==> config.mk <==
export PLATFORM = sky130hd
export DESIGN_NAME = wb_port_arbiter_flat
export DESIGN_NICKNAME = d
export VERILOG_FILES = /design/src/rtl/wb_port_arbiter_if.sv /design/src/rtl/wb_port_arbiter.sv /design/src/flat_wrapper.sv
export SDC_FILE = /design/constraint.sdc
export NUM_CORES = 1
export LEC_CHECK = 0
export CORE_MARGIN = 3
export CORE_UTILIZATION = 54
export CTS_CLUSTER_DIAMETER = 200
export DETAILED_ROUTE_END_ITERATION = 16
export GPL_TIMING_DRIVEN = 0
export PLACE_DENSITY = 0.86
export SYNTH_ARGS = -nofsm -noshare
export SYNTH_HDL_FRONTEND = slang
export SYNTH_SLANG_ARGS = --single-unit
==> constraint.sdc <==
create_clock -name clk_i -period 5.1 [get_ports clk_i]
set_clock_uncertainty 0.05 [all_clocks]
set_input_delay 0.51 -clock clk_i [delete_from_list [all_inputs] [get_ports clk_i]]
set_output_delay 0.51 -clock clk_i [all_outputs]
set_load 0.005 [all_outputs]
==> src/rtl/wb_port_arbiter_if.sv <==
// wb_port_arbiter_if
//   Bus bundle between the write-back arbiter and its neighbours
//   (pipeline write-back, MDU, decode, register file).
//   Signal names are kept identical to the original flat port list.
//   Parameter BUF_DEPTH sizes fifo_count_o and must match the arbiter.
//   Modports:
//     slave  - the arbiter side (consumes requests, drives rf_*, stall, status)
//     master - the environment side (drives requests, observes outputs)
interface wb_port_arbiter_if #(
  parameter int unsigned BUF_DEPTH = 2
);
  localparam int unsigned CW = $clog2(BUF_DEPTH + 1);

  logic          pipe_we_i;
  logic [4:0]    pipe_rd_i;
  logic [31:0]   pipe_data_i;
  logic          mdu_valid_i;
  logic [4:0]    mdu_rd_i;
  logic [31:0]   mdu_data_i;
  logic          mdu_ready_o;
  logic          dec_valid_i;
  logic          dec_mdu_i;
  logic [4:0]    dec_rs1_i;
  logic [4:0]    dec_rs2_i;
  logic [4:0]    dec_rd_i;
  logic          stall_o;
  logic [31:0]   busy_o;
  logic          rf_we_o;
  logic [4:0]    rf_waddr_o;
  logic [31:0]   rf_wdata_o;
  logic [CW-1:0] fifo_count_o;

  modport slave (
    input  pipe_we_i, pipe_rd_i, pipe_data_i,
    input  mdu_valid_i, mdu_rd_i, mdu_data_i,
    output mdu_ready_o,
    input  dec_valid_i, dec_mdu_i, dec_rs1_i, dec_rs2_i, dec_rd_i,
    output stall_o, busy_o,
    output rf_we_o, rf_waddr_o, rf_wdata_o, fifo_count_o
  );

  modport master (
    output pipe_we_i, pipe_rd_i, pipe_data_i,
    output mdu_valid_i, mdu_rd_i, mdu_data_i,
    input  mdu_ready_o,
    output dec_valid_i, dec_mdu_i, dec_rs1_i, dec_rs2_i, dec_rd_i,
    input  stall_o, busy_o,
    input  rf_we_o, rf_waddr_o, rf_wdata_o, fifo_count_o
  );
endinterface

==> src/rtl/wb_port_arbiter.sv <==
// wb_port_arbiter
//   Shares the single register-file write port between the in-order
//   pipeline write-back stream and the multiply/divide unit (MDU).
//   MDU results are buffered in a BUF_DEPTH-entry FIFO; a 32-bit busy
//   scoreboard tracks registers with an MDU result still pending and
//   decode is stalled on RAW/WAW hazards against them, or when buffered
//   results have lost arbitration MAX_WAIT times in a row.
//   Ports:
//     clk_i   - clock, rising edge
//     rstn_i  - asynchronous active-low reset
//     bus     - wb_port_arbiter_if.slave (pipe/MDU/decode inputs,
//               rf_* write port, stall_o, busy_o, mdu_ready_o, fifo_count_o)
//   Build option:
//     WB_BYPASS_EN - when defined, an MDU result arriving with the FIFO
//                    empty and the pipeline idle is written directly.
module wb_port_arbiter #(
  parameter int unsigned BUF_DEPTH = 2,
  parameter int unsigned MAX_WAIT  = 8
) (
  input logic              clk_i,
  input logic              rstn_i,
  wb_port_arbiter_if.slave bus
);

  localparam int unsigned CW = $clog2(BUF_DEPTH + 1);
  localparam int unsigned PW = (BUF_DEPTH > 1) ? $clog2(BUF_DEPTH) : 1;
  localparam int unsigned WW = $clog2(MAX_WAIT + 1);
  localparam logic [CW-1:0] FULL_CNT = CW'(BUF_DEPTH);
  localparam logic [PW-1:0] LAST_PTR = PW'(BUF_DEPTH - 1);
  localparam logic [WW-1:0] WAIT_MAX = WW'(MAX_WAIT);

  logic [4:0]    fifo_rd   [BUF_DEPTH];
  logic [31:0]   fifo_data [BUF_DEPTH];
  logic [PW-1:0] head_q, tail_q;
  logic [CW-1:0] count_q;
  logic [WW-1:0] wait_q;
  logic [31:0]   busy_q, busy_d;
  logic          rf_we_q;
  logic [4:0]    rf_waddr_q;
  logic [31:0]   rf_wdata_q;

  logic          pipe_act, mdu_ready, accept, fifo_empty;
  logic          pop, push, bypass, starve, stall, issue;
  logic [4:0]    head_rd;
  logic [31:0]   head_data;

  function automatic logic [PW-1:0] ptr_next(input logic [PW-1:0] p);
    return (p == LAST_PTR) ? '0 : p + PW'(1);
  endfunction

  always_comb begin
    pipe_act   = bus.pipe_we_i && (bus.pipe_rd_i != '0);
    mdu_ready  = rstn_i && (count_q < FULL_CNT);
    accept     = bus.mdu_valid_i && mdu_ready;
    fifo_empty = (count_q == '0);
    pop        = !pipe_act && !fifo_empty;
`ifdef WB_BYPASS_EN
    bypass     = accept && (bus.mdu_rd_i != '0) && fifo_empty && !pipe_act;
`else
    bypass     = 1'b0;
`endif
    // rd==0 results are accepted and dropped; bypassed results skip the FIFO.
    push       = accept && (bus.mdu_rd_i != '0) && !bypass;
    starve     = (wait_q == WAIT_MAX);
    stall      = bus.dec_valid_i && (busy_q[bus.dec_rs1_i] || busy_q[bus.dec_rs2_i] ||
                                     busy_q[bus.dec_rd_i] || starve);
    issue      = bus.dec_valid_i && bus.dec_mdu_i && !stall && (bus.dec_rd_i != '0);
    head_rd    = fifo_rd[head_q];
    head_data  = fifo_data[head_q];
  end

  // Clears are applied before the set so a same-edge set wins.
  always_comb begin
    busy_d = busy_q;
    if (pop)    busy_d[head_rd]      = 1'b0;
    if (bypass) busy_d[bus.mdu_rd_i] = 1'b0;
    if (issue)  busy_d[bus.dec_rd_i] = 1'b1;
    busy_d[0] = 1'b0;
  end

  always_ff @(posedge clk_i or negedge rstn_i) begin
    if (!rstn_i) begin
      head_q     <= '0;
      tail_q     <= '0;
      count_q    <= '0;
      wait_q     <= '0;
      busy_q     <= '0;
      rf_we_q    <= 1'b0;
      rf_waddr_q <= '0;
      rf_wdata_q <= '0;
    end else begin
      busy_q <= busy_d;

      if (pipe_act) begin
        rf_we_q    <= 1'b1;
        rf_waddr_q <= bus.pipe_rd_i;
        rf_wdata_q <= bus.pipe_data_i;
      end else if (pop) begin
        rf_we_q    <= 1'b1;
        rf_waddr_q <= head_rd;
        rf_wdata_q <= head_data;
      end else if (bypass) begin
        rf_we_q    <= 1'b1;
        rf_waddr_q <= bus.mdu_rd_i;
        rf_wdata_q <= bus.mdu_data_i;
      end else begin
        rf_we_q    <= 1'b0;
      end

      if (push) tail_q <= ptr_next(tail_q);
      if (pop)  head_q <= ptr_next(head_q);

      if (push && !pop)      count_q <= count_q + CW'(1);
      else if (pop && !push) count_q <= count_q - CW'(1);

      // A non-empty FIFO that is not popped means the pipe won this edge.
      if (pop || fifo_empty)    wait_q <= '0;
      else if (wait_q != WAIT_MAX) wait_q <= wait_q + WW'(1);
    end
  end

  // Payload storage needs no reset; occupancy is tracked by count_q.
  always_ff @(posedge clk_i) begin
    if (push) begin
      fifo_rd[tail_q]   <= bus.mdu_rd_i;
      fifo_data[tail_q] <= bus.mdu_data_i;
    end
  end

  assign bus.mdu_ready_o  = mdu_ready;
  assign bus.stall_o      = stall;
  assign bus.busy_o       = busy_q;
  assign bus.rf_we_o      = rf_we_q;
  assign bus.rf_waddr_o   = rf_waddr_q;
  assign bus.rf_wdata_o   = rf_wdata_q;
  assign bus.fifo_count_o = count_q;

endmodule

==> src/flat_wrapper.sv <==
// flat-port wrapper written by rule: the top's interface ports become plain ports
module wb_port_arbiter_flat 
#(
  parameter int unsigned BUF_DEPTH = 2,
  parameter int unsigned MAX_WAIT  = 8
)
  (clk_i, rstn_i, bus_pipe_we_i, bus_pipe_rd_i, bus_pipe_data_i, bus_mdu_valid_i, bus_mdu_rd_i, bus_mdu_data_i, bus_mdu_ready_o, bus_dec_valid_i, bus_dec_mdu_i, bus_dec_rs1_i, bus_dec_rs2_i, bus_dec_rd_i, bus_stall_o, bus_busy_o, bus_rf_we_o, bus_rf_waddr_o, bus_rf_wdata_o, bus_fifo_count_o);
  wb_port_arbiter_if #(.BUF_DEPTH(BUF_DEPTH)) bus_i ();
  input logic clk_i;
  input logic rstn_i;
  input wire logic [$bits(bus_i.pipe_we_i)-1:0] bus_pipe_we_i;
  input wire logic [$bits(bus_i.pipe_rd_i)-1:0] bus_pipe_rd_i;
  input wire logic [$bits(bus_i.pipe_data_i)-1:0] bus_pipe_data_i;
  input wire logic [$bits(bus_i.mdu_valid_i)-1:0] bus_mdu_valid_i;
  input wire logic [$bits(bus_i.mdu_rd_i)-1:0] bus_mdu_rd_i;
  input wire logic [$bits(bus_i.mdu_data_i)-1:0] bus_mdu_data_i;
  output wire logic [$bits(bus_i.mdu_ready_o)-1:0] bus_mdu_ready_o;
  input wire logic [$bits(bus_i.dec_valid_i)-1:0] bus_dec_valid_i;
  input wire logic [$bits(bus_i.dec_mdu_i)-1:0] bus_dec_mdu_i;
  input wire logic [$bits(bus_i.dec_rs1_i)-1:0] bus_dec_rs1_i;
  input wire logic [$bits(bus_i.dec_rs2_i)-1:0] bus_dec_rs2_i;
  input wire logic [$bits(bus_i.dec_rd_i)-1:0] bus_dec_rd_i;
  output wire logic [$bits(bus_i.stall_o)-1:0] bus_stall_o;
  output wire logic [$bits(bus_i.busy_o)-1:0] bus_busy_o;
  output wire logic [$bits(bus_i.rf_we_o)-1:0] bus_rf_we_o;
  output wire logic [$bits(bus_i.rf_waddr_o)-1:0] bus_rf_waddr_o;
  output wire logic [$bits(bus_i.rf_wdata_o)-1:0] bus_rf_wdata_o;
  output wire logic [$bits(bus_i.fifo_count_o)-1:0] bus_fifo_count_o;
  assign bus_i.pipe_we_i = bus_pipe_we_i;
  assign bus_i.pipe_rd_i = bus_pipe_rd_i;
  assign bus_i.pipe_data_i = bus_pipe_data_i;
  assign bus_i.mdu_valid_i = bus_mdu_valid_i;
  assign bus_i.mdu_rd_i = bus_mdu_rd_i;
  assign bus_i.mdu_data_i = bus_mdu_data_i;
  assign bus_mdu_ready_o = bus_i.mdu_ready_o;
  assign bus_i.dec_valid_i = bus_dec_valid_i;
  assign bus_i.dec_mdu_i = bus_dec_mdu_i;
  assign bus_i.dec_rs1_i = bus_dec_rs1_i;
  assign bus_i.dec_rs2_i = bus_dec_rs2_i;
  assign bus_i.dec_rd_i = bus_dec_rd_i;
  assign bus_stall_o = bus_i.stall_o;
  assign bus_busy_o = bus_i.busy_o;
  assign bus_rf_we_o = bus_i.rf_we_o;
  assign bus_rf_waddr_o = bus_i.rf_waddr_o;
  assign bus_rf_wdata_o = bus_i.rf_wdata_o;
  assign bus_fifo_count_o = bus_i.fifo_count_o;
  wb_port_arbiter #(.BUF_DEPTH(BUF_DEPTH), .MAX_WAIT(MAX_WAIT)) u_core (.clk_i(clk_i), .rstn_i(rstn_i), .bus(bus_i));
endmodule
== Word-level counts from Yosys, hierarchy flattened ==
Memories as Yosys holds them, arrays and structs flattened.
Index checks and enable logic that the tools add are counted.
Word-level totals
  input bits: 95
  memories: 2
  logic and storage cells: 82
  output and inout port bits: 74
  bits in writable memories: 74
  register bits after elaboration: 77
Cells by class
  reduce and logical (&&, ||, !) cells: 29
  muxes and demuxes: 26
  $add $sub $neg: 5
  magnitude comparators: 7
  bitwise logic cells: 3
  equality and inequality tests: 2
Memories
  u_core.fifo_data: words 2, bits a word 32, read ports 1, clocked after memory_dff 0, write ports 1, RTL line wb_port_arbiter.sv:33  | logic [31:0] fifo_data [BUF_DEPTH];
  u_core.fifo_rd: words 2, bits a word 5, read ports 1, clocked after memory_dff 0, write ports 1, RTL line wb_port_arbiter.sv:32  | logic [4:0] fifo_rd [BUF_DEPTH];
Operator list (number)
  $mux W32: 4
  $and A32 B32 Y32: 1
  $not A32 Y32: 1
  $or A32 B32 Y32: 1
  $lt A5 B6 Y1 const B: 4
  $bmux W1 S5: 3
  $reduce_bool A5 Y1: 3
  $logic_and A1 B1 Y1: 13
  $mux W1: 11
  $demux W1 S5: 2
  $ge A5 B1 Y1 const B: 2
  $mux W5: 2
  $mux W4: 2
  $reduce_bool A2 Y1: 3
  $logic_not A1 Y1: 5
  $add A4 B1 Y4 const B: 1
  $eq A4 B4 Y1 const B: 1
  $logic_or A1 B1 Y1: 4
  $mux W2: 2
  $ne A4 B4 Y1 const B: 1
  $add A1 B1 Y1 const B: 2
  $add A2 B1 Y2 const B: 1
  $logic_not A2 Y1: 1
  $lt A2 B2 Y1 const B: 1
  $sub A2 B1 Y2 const B: 1

== Depth between registers and ports, before layout ==
Gate-level depths: netlist of run 1.
  depth after elaboration: 10
  depth in mapped cells: 9
  gate-level depth less buffers: 8

== Least setup slack after synthesis of run 1 ==
Ideal clock, no wire load.
  path type: input to output
  start point: input port bus_dec_rd_i[1]
  end point: output port bus_stall_o
  required time: 4.540 ns
  buffers on the path: 4
  data arrival time: 2.410 ns
  cell stages on the path: 9
  setup slack: 2.130 ns
  cells stage by stage: clkbuf_1 -> buf_2 -> mux4_2 -> nand2_1 -> o41ai_1 -> or4_1 -> buf_2 -> buf_6 -> o21a_1
On the way
  longest elaborated chain between the ends: 5
Ends and longest elaborated chain
  start, declared: RTL line flat_wrapper.sv:22  | input wire logic [$bits(bus_i.dec_rd_i)-1:0] bus_dec_rd_i;
  $bmux W1 S5: RTL line wb_port_arbiter.sv:66  | busy_q[bus.dec_rd_i] || starve);
  $mux W1 (not written as such): RTL line wb_port_arbiter.sv:66
  $logic_or A1 B1 Y1: RTL line wb_port_arbiter.sv:65  | stall = bus.dec_valid_i && (busy_q[bus.dec_rs1_i] || busy_q[bus.dec_rs2_i] ||
  $logic_or A1 B1 Y1: RTL line wb_port_arbiter.sv:66
  $logic_and A1 B1 Y1: RTL line wb_port_arbiter.sv:65
  end, declared: RTL line flat_wrapper.sv:23  | output wire logic [$bits(bus_i.stall_o)-1:0] bus_stall_o;
Every way passes these cells. The select of a mux whose other input is x is not followed.

== Worst setup path in the final report of run 1 ==
  start point: input port bus_dec_rd_i[3]
  end point: output port bus_stall_o
The elaborated chain is that of the path after synthesis.

==> results of run 1 <==
## flip-flops by register name (all words and copies together) (netlist names)
| name | cells |
|---|---|
| u_core.fifo_data | 64 |
| u_core.bus.rf_wdata_o | 32 |
| u_core.bus.busy_o | 31 |
| u_core.fifo_rd | 10 |
| u_core.bus.rf_waddr_o | 5 |
| u_core.wait_q | 4 |
| u_core.bus.fifo_count_o | 2 |
| u_core.bus.rf_we_o | 1 |
| u_core.head_q | 1 |
| u_core.tail_q | 1 |
## through the flow
stage                     setup slack, ns  instance area (um^2)  std cells
after floorplan                      2.13                  7040        588
after global placement              -1.81                  8860        921
after detailed placement             1.03                  8920        923
after CTS                            1.01                  9510        956
after global routing                0.743                  9510        956
final                               0.963                  9510        956
## power groups by stage
stage / clock network [mW] / registers, mW / logic, mW
2_1_floorplan: 0 / 1.70 / 0.809
3_3_place_gp: 0 / 1.73 / 1.46
3_5_place_dp: 0 / 1.75 / 1.52
5_1_grt: 1.30 / 1.76 / 1.68
6_report: 1.25 / 1.74 / 1.55
4_1_cts: 1.26 / 1.73 / 1.56
## final cells by class
cell class	count	share of cell area, %
buffer	40	2.00
tap	172	2.26
clock buffer	18	4.62
timing repair buffer	164	17.5
inverter	7	0.276
clock inverter	14	1.55
multi-input combinational	390	28.2
sequential	151	43.6
## routing by layer
metal | part of all wire (%) | wire (um) | up-vias | track usage (%)
met5 | 0 | 0 | - | 0
met4 | 3.0 | 614 | 0 | 11.1
met3 | 9.8 | 2030 | 60 | 9.90
met2 | 50 | 10400 | 373 | 48.9
met1 | 37 | 7580 | 2938 | 34.4
li1 | - | - | 2580 | -
## synth_stat cells, types with 2 or more instances
cell type   n  share of area (%)
a21oi_1    38                2.7
clkbuf_1   26                1.4
o211ai_1    2               0.21
mux4_1      3                1.1
nor2b_1     4               0.36
xnor2_1     4               0.50
buf_1       4               0.21
or4_1       3               0.32
inv_1       7               0.37
buf_2       5               0.36
nand3b_1    4               0.43
nand2b_1    3               0.27
edfxtp_1   74                 32
o21a_1      2               0.21
o22ai_1     3               0.27
ha_1        3               0.53
buf_6       4               0.64
mux2_2      6               0.96
nor3_1      6               0.43
mux4_2     13                4.2
nand2_1    57                3.0
o31ai_1     6               0.64
nor2_1     49                2.6
o41ai_1    28                3.5
dfrtp_1    77                 27
nand3_1    12               0.85
xor2_1      4               0.50
mux2i_1    51                7.3
o21ai_0    70                5.0
or3b_2      2               0.25
## worst max path at each step
stage	to	slack (ns)	cells after the start
floorplan	bus_stall_o	2.13	9
global placement	u_core.fifo_data[0][27]	-1.81	4
detailed placement	bus_stall_o	1.03	10
CTS	bus_stall_o	1.01	10
global route	bus_stall_o	0.74	10
finish	bus_stall_o	0.96	10
## logic make-up (layout without fill, tap and decap cells)
| kind of cell | Yosys count | in the layout | synth area share [%] |
|---|---|---|---|
| xor+xnor | 8 | 8 | 0.996 |
| simple gates | 149 | 149 | 9.46 |
| buf+inv | 47 | 243 | 3.08 |
| flops | 151 | 151 | 59.0 |
| other cells | 1 | 1 | 0.0533 |
| fa+ha+maj | 3 | 3 | 0.534 |
| compound gates | 155 | 155 | 13.2 |
| mux | 74 | 74 | 13.7 |
## worst max-delay path, stage by stage
cell             delay, ns
clkdlybuf4s50_1       0.52
clkbuf_1              0.37
nand3b_1              0.34
o22ai_1               0.21
a21oi_1               0.09
and4_1                0.21
nand4_1               0.20
clkbuf_1              0.44
o21a_1                0.18
clkdlybuf4s50_1       0.50
## timing repair
item                                   in CTS  in global routing
endpoints found under the hold margin      22                  0
hold buffers                                1                  0
resized for setup                           0                  0
==> results.toml, run 1 <==
[placed_design]
gp_congestion = 0.945
dp_hpwl_mm = 14.3
port_buffers = 161

[timing]
fin_crit_ns = 4.14
slew-limit-headroom_pct = 37.6
hold_violations = 0
fmax_mhz = 242
finalSetupViolCount = 0
rsz0062_at_grt = "no"
finalCritPeriodShare_pct = 81.1
slew_violations = 0
tightest_slew_ns = 0.936
holdWs_ns = 0.488
tns_ns = 0

[worst_setup_path]
crit_required_ns = 4.54
startpoint = "bus_dec_rd_i[3]"
rr_worst_depth = 7
path_max_fanout = 10
endpoint_kind = "primary output"
worstPathArrival_ns = 3.58
r2r-start = "u_core.bus.busy_o[11]"
crit_type = "primary input to primary output"
timing.rr.end = "u_core.bus.busy_o[21]"
r2r_slack_ns = 2.37
start_kind = "primary input"

[clock_network]
clkSinkCount = 151
cts_buffers = 17
htreeDepth = 4
path_clk_slew_ns = 0.06
insertion_delay_ns = 0.42
post-cts-setup-buffer-count = 0
clock_path_buffers = 2
cts_tree = "done"
root_buffer = "clkbuf_16"

[die]
die_h_um = 120
die_w_um = 120
fp.dieArea_mm2 = 0.0144
io_pins = 169
core_area_mm2 = 0.0127
start_util_pct = 55.5
std_cell_rows = 41

[synthesis]
synthCells = 588
synth_flop_cell = "dfrtp_1"
ys_async_sr_fraction_pct = 51.0
ys_seq_area_share_pct = 59.0
ys_warn_count = 0
syn_area_per_cell_um2 = 12.0
synth_edf_count = 74
ys_seq_elements = 151
synthesis.nets = 686
synth_area_mm2 = 0.00704
ys_types = 48

[pwr]
cellLeakagePower_nw = 3.69
power.total_mw = 4.54
combinationalPowerShare_pct = 34.2
cellPowerDensity_mw_per_mm2 = 478
peakVddDrop_mv = 0.278
intPower_mw = 3.03
netSwitchingFraction_pct = 33.4
pwr-share-clk_pct = 27.6
p_sw_mw = 1.52
power_frac_seq_pct = 38.3

[cells_and_area]
nNetsFinal = 869
final_common_cell = "clkdlybuf4s50_1"
antennaDiodeCount = 0
area_delta_synth_final_pct = 35.2
regArea_mm2 = 0.00415
mostFrequentLayoutCells = "clkdlybuf4s50_1 (160), dfrtp_1 (77), edfxtp_1 (74)"
multi_input_area_mm2 = 0.00268
fillCellCount = 836
finalCoreUtilization_pct = 75.1
drive_gt1_share_pct = 8.55

[detailed_routing]
firstDrtPassIters = 5
drt_iter0_drc = 450
drc = 0
viasPerCell = 6.22
postRouteAntennaNets = 0
wl_mm = 20.6
routedWlPerCell_um = 21.5
vias = 5951

[worst_hold_path]
hold_class = "primary input to async pin"

[grt]
grt_max_degree = 57
grt_pass1_wl_mm = 32.4
antenna_found_initial = 0
grt-ovfl-total = 0
grt_pass1_vias = 6237
groute.usage.overall_pct = 29.0

[job]
maxCapViolations = 0

[run_status]
status = "complete, no violations"
No activity file was read; power rests on OpenSTA's default activity.
==> inputs of run 2 (changes only) <==
--- a/config.mk
+++ b/config.mk
@@ -6,11 +6,11 @@
 export NUM_CORES = 1
 export LEC_CHECK = 0
 export CORE_MARGIN = 3
-export CORE_UTILIZATION = 54
+export CORE_UTILIZATION = 45
 export CTS_CLUSTER_DIAMETER = 200
 export DETAILED_ROUTE_END_ITERATION = 16
 export GPL_TIMING_DRIVEN = 0
-export PLACE_DENSITY = 0.86
+export PLACE_DENSITY = 0.76
 export SYNTH_ARGS = -nofsm -noshare
 export SYNTH_HDL_FRONTEND = slang
 export SYNTH_SLANG_ARGS = --single-unit
==> constraint.sdc (replaced) <==
create_clock -name clk_i -period 3.8 [get_ports clk_i]
set_clock_uncertainty 0.05 [all_clocks]
set_input_delay 0.38 -clock clk_i [delete_from_list [all_inputs] [get_ports clk_i]]
set_output_delay 0.38 -clock clk_i [all_outputs]
set_load 0.005 [all_outputs]
==> run 2 against run 1 <==
Compared with the run above: total power up 32%; global-route usage shrank 5.6 points; via count fell by 3.7%; core utilization fell by 12 points; sequential share of layout area shrank 0.21 points; first-iteration DRC count decreased by 12%; sequential power grew 34%; clock-buffer cell count is 1 lower; non-clock buffer count unchanged; largest cell class unchanged; highest routed layer unchanged.
==> results.toml, run 2 (same netlist as run 1, synthesis figures left out) <==
[run_status]
status = "complete, no violations"

[worst_setup_path]
crit_required_ns = 3.37
cpMostUsedCell = "clkdlybuf4s50_1"
cpLargestDelayFamily = "buffers and inverters"
startpoint = "bus_dec_rs2_i[1]"
rr_worst_depth = 7
timing.rr.end = "u_core.bus.busy_o[2]"
path_max_fanout = 10
cp_slowest_cell = "clkdlybuf4s50_1"
r2r-start = "u_core.bus.busy_o[11]"
worst_path_largest_cell_delay_ns = 0.53
r2r_slack_ns = 1.06
crit_chain = "clkdlybuf4s50_1 > clkbuf_4 > mux4_2 > o22ai_1 > nor4b_1 > nor2_1 > nand4_1 > buf_2 > o21a_1 > clkdlybuf4s50_1"
crit_type = "primary input to primary output"
cp_num_buf_inv = 4
endpoint_kind = "primary output"
start_kind = "primary input"
worstPathArrival_ns = 3.22

[die]
std_cell_rows = 45
fp.dieArea_mm2 = 0.0172
io_pins = 169
core_area_mm2 = 0.0153
start_util_pct = 46.1
die_w_um = 131
die_h_um = 131

[grt]
grt.met2_usage_pct = 40.1
groute.usage.overall_pct = 23.4
grt_max_degree = 63
grt_most_used_layer = "met2"
grt-ovfl-total = 0
met1_usage_pct = 28.5
grt_pass1_wl_mm = 30.6
antenna_found_initial = 0
grt_pass1_vias = 5888
grtUsageMet3_pct = 6.14

[cells_and_area]
multi_input_area_mm2 = 0.00268
drive_gt1_share_pct = 9.06
fillCellCount = 1184
mostFrequentLayoutCells = "clkdlybuf4s50_1 (159), dfrtp_1 (77), edfxtp_1 (74)"
antennaDiodeCount = 0
final_common_cell = "clkdlybuf4s50_1"
area_delta_synth_final_pct = 35.9
largest_register_ffs = 64
nNetsFinal = 869
regArea_mm2 = 0.00415
finalCoreUtilization_pct = 62.6
regMostFlops = "u_core.fifo_data"
instances_no_fill = 995
final_area_mm2 = 0.00956

[timing]
slew-limit-headroom_pct = 36.4
slew_violations = 0
rsz0062_at_grt = "no"
fmax_mhz = 274
finalSetupViolCount = 0
fin_crit_ns = 3.65
tightest_slew_ns = 0.954
hold_violations = 0
holdWs_ns = 0.354
finalCritPeriodShare_pct = 96.0

[detailed_routing]
viasPerCell = 5.76
firstDrtPassIters = 5
wl_mm = 20.1
drt_iter0_drc = 397
postRouteAntennaNets = 0
vias = 5728
routedWlPerCell_um = 20.2
drc = 0

[clock_network]
clkSinkCount = 151
clock_path_buffers = 2
htreeDepth = 4
post-cts-setup-buffer-count = 0
path_clk_slew_ns = 0.06
cts_buffers = 17
insertion_delay_ns = 0.42
cts_tree = "done"
root_buffer = "clkbuf_16"

[pwr]
cellPowerDensity_mw_per_mm2 = 628
peakVddDrop_mv = 0.432
cellLeakagePower_nw = 3.69
power.total_mw = 6.00

[placed_design]
placed_area_mm2 = 0.00896
port_buffers = 161
dpl.cell_count = 962
gp_congestion = 0.861
dp_hpwl_mm = 14.9

[worst_hold_path]
hold_class = "primary input to async pin"

[job]
maxCapViolations = 0
## run 2: worst reg2reg max path: stages, from the launching register on
cell and delay (ns):
dfrtp_1 0.44, mux4_2 0.50, nor2b_1 0.14, o41ai_1 0.09, or4_1 0.58, buf_2 0.19
buf_6 0.15, o41ai_1 0.47
## run 2: what timing repair did
action / in CTS / in global routing
endpoints found under the hold margin: 16 / 0
endpoints found under the setup margin: 1 / 1
pin swaps: 0 / 0
hold buffers: 1 / 0
resized for setup: 1 / 8
## run 2: per-stage QoR
stage / setup TNS (ns) / worst slack [ns]
after floorplan: 0 / 0.972
after global placement: -214.35 / -2.97
after detailed placement: 0 / 0.000257
after CTS: 0 / 0.00951
after global routing: 0 / 0.000745
final: 0 / 0.150
## run 2: worst max-delay path by stage
stage	end	slack, ns	cells past startpoint
3_5_place_dp	bus_stall_o	0.0003	10
6_report	bus_stall_o	0.15	10
2_1_floorplan	u_core.fifo_data[0][0]	0.97	3
5_1_grt	bus_stall_o	0.0007	10
4_1_cts	bus_stall_o	0.01	10
3_3_place_gp	u_core.fifo_data[0][26]	-2.97	4
## run 2: cell type report
| class | count | share of cell area (%) |
|---|---|---|
| flip-flops and latches | 151 | 43.4 |
| multi-input cells | 390 | 28.0 |
| repair buffers | 164 | 17.5 |
| clock buffers | 17 | 4.45 |
| well taps | 211 | 2.76 |
| plain buffers | 40 | 2.11 |
| clock inverters | 15 | 1.52 |
| inverters | 7 | 0.275 |
## run 2: report_power, final
| group | leakage (nW) | internal (mW) | switching (mW) |
|---|---|---|---|
| clock network | 0.271 | 0.917 | 0.695 |
| logic | 1.78 | 1.02 | 1.03 |
| registers | 1.65 | 2.05 | 0.286 |
## run 2: routing by layer
| metal | vias to the layer above | routed length (um) |
|---|---|---|
| met2 | 281 | 10000 |
| met5 | - | 0 |
| met4 | 0 | 477 |
| met3 | 39 | 1720 |
| li1 | 2578 | - |
| met1 | 2830 | 7860 |
==> inputs of run 3 (changes only) <==
--- a/config.mk
+++ b/config.mk
@@ -5,12 +5,14 @@
 export SDC_FILE = /design/constraint.sdc
 export NUM_CORES = 1
 export LEC_CHECK = 0
+export ABC_CLOCK_PERIOD_IN_PS = 3800
 export CORE_MARGIN = 3
-export CORE_UTILIZATION = 45
+export CORE_UTILIZATION = 47
+export CTS_BUF_LIST = sky130_fd_sc_hd__clkbuf_4
 export CTS_CLUSTER_DIAMETER = 200
 export DETAILED_ROUTE_END_ITERATION = 16
 export GPL_TIMING_DRIVEN = 0
-export PLACE_DENSITY = 0.76
+export PLACE_DENSITY = 0.79
 export SYNTH_ARGS = -nofsm -noshare
 export SYNTH_HDL_FRONTEND = slang
 export SYNTH_SLANG_ARGS = --single-unit
==> run 3 against run 2 <==
Compared with the run above: worst setup slack worse by 0.072 ns; via count increased by 0.79%; final cell count decreased by 2.8%; cell area is 3.6% lower; critical path depth unchanged; sequential power about the same; global-route usage up 0.86 points; sequential share of layout area is 1.7 points higher; total power decreased by 12%; hold slack lost 0.16 ns; combinational power barely moved.
==> results.toml, run 3 (same netlist as run 1, synthesis figures left out) <==
[detailed_routing]
postRouteAntennaNets = 0
firstDrtPassIters = 5
vias = 5773
routedWlPerCell_um = 20.2
drt_iter0_drc = 386
viasPerCell = 5.97
wl_mm = 19.6
drc = 0

[cells_and_area]
largest_register_ffs = 64
finalCoreUtilization_pct = 63.2
antennaDiodeCount = 0
final_common_cell = "clkdlybuf4s50_1"
area_delta_synth_final_pct = 31.0
mostFrequentLayoutCells = "clkdlybuf4s50_1 (160), edfxtp_1 (74), dfrtp_1 (73)"
drive_gt1_share_pct = 9.45
final_area_mm2 = 0.00922
nNetsFinal = 869
fillCellCount = 1127
regMostFlops = "u_core.fifo_data"

[die]
die_h_um = 128
io_pins = 169
core_area_mm2 = 0.0146
die_w_um = 128
fp.dieArea_mm2 = 0.0165
std_cell_rows = 44
start_util_pct = 48.2

[placed_design]
port_buffers = 161
dp_hpwl_mm = 14.5
gp_congestion = 0.930
dp_slack_ns = -0.0106
placed_area_mm2 = 0.00893

[clock_network]
cts_buffers = 17
path_clk_slew_ns = 0.14
cts_tree = "done"
clock_path_buffers = 2
clkSinkCount = 151
htreeDepth = 4
post-cts-setup-buffer-count = 0
insertion_delay_ns = 0.54
root_buffer = "clkbuf_4"

[worst_setup_path]
crit_required_ns = 3.37
timing.rr.end = "u_core.bus.busy_o[30]"
endpoint_kind = "primary output"
endpoint = "bus_stall_o"
start_kind = "primary input"
crit_type = "primary input to primary output"
path_max_fanout = 10
startpoint = "bus_dec_rd_i[0]"
r2r_slack_ns = 1.08
worstPathArrival_ns = 3.29
rr_worst_depth = 7
r2r-start = "u_core.bus.busy_o[6]"

[run_status]
status = "complete, no violations"

[grt]
groute.usage.overall_pct = 24.2
grt_pass1_vias = 5955
grt_pass1_wl_mm = 31.1
antenna_found_initial = 0
grt-ovfl-total = 0
grt_max_degree = 64

[timing]
slew_violations = 0
finalSetupViolCount = 0
hold_violations = 0
fmax_mhz = 269
fin_crit_ns = 3.72
tightest_slew_ns = 0.909
tns_ns = 0
setup_slack_ns = 0.0783
slew-limit-headroom_pct = 39.4
finalCritPeriodShare_pct = 97.9

[pwr]
power.total_mw = 5.28
cellLeakagePower_nw = 3.54
cellPowerDensity_mw_per_mm2 = 573
peakVddDrop_mv = 0.332

[worst_hold_path]
hold_class = "primary input to async pin"

[job]
maxCapViolations = 0
[run 3: worst min-delay path by stage]
stage | slack, ns | cells after the start | start | end
4_1_cts | 0.15 | 2 | rstn_i | u_core.bus.rf_wdata_o[17]
3_5_place_dp | 0.21 | 1 | rstn_i | u_core.wait_q[1]
3_3_place_gp | 0.43 | 1 | u_core.tail_q | u_core.tail_q
5_1_grt | 0.17 | 2 | rstn_i | u_core.bus.rf_wdata_o[17]
6_report | 0.19 | 2 | rstn_i | u_core.bus.rf_wdata_o[17]
2_1_floorplan | 0.03 | 0 | rstn_i | u_core.bus.busy_o[10]
[run 3: worst max-delay path, cell delays in order]
cell,delay [ns]
clkdlybuf4s50_1,0.53
buf_6,0.16
mux4_2,0.50
nand2_1,0.10
o41ai_1,0.08
or4_1,0.57
buf_2,0.19
buf_6,0.15
o21a_1,0.20
clkdlybuf4s50_1,0.44
[run 3: area by class of cell]
class | instances | area [um^2] | area share [%]
multi-input cells | 390 | 2680 | 29.1
clock inverters | 14 | 128 | 1.38
repair buffers | 164 | 1670 | 18.1
clock buffers | 17 | 128 | 1.38
well taps | 184 | 230 | 2.50
flip-flops and latches | 151 | 4150 | 45.1
inverters | 7 | 26.3 | 0.285
plain buffers | 40 | 204 | 2.21
[run 3: through the flow]
stage,hold WS (ns),instances
finish,0.192,967
global route,0.166,967
CTS,0.151,967
detailed placement,0.213,935
global placement,0.426,933
floorplan,0.0344,588
[run 3: per-layer routing]
metal  track usage, %  routed length [um]  vias up
li1                 -                   -     2571
met1             30.6                7600     2841
met4             10.8                 558        0
met2             39.3                9570      311
met3             6.60                1850       50
met5                0                   0        -
[run 3: timing repair]
item / 4_1_cts / 5_1_grt
pin swaps: 0 / 1
hold buffers: 1 / 0
endpoints found under the hold margin: 77 / 0
endpoints found under the setup margin: 1 / 1
gates resized for setup: 1 / 13
[run 3: power by group]
part | leakage (nW) | internal (mW) | switching, mW
logic | 1.77 | 1.02 | 1.02
clock network | 0.132 | 0.324 | 0.584
registers | 1.64 | 2.05 | 0.285
total | 3.54 | 3.39 | 1.89
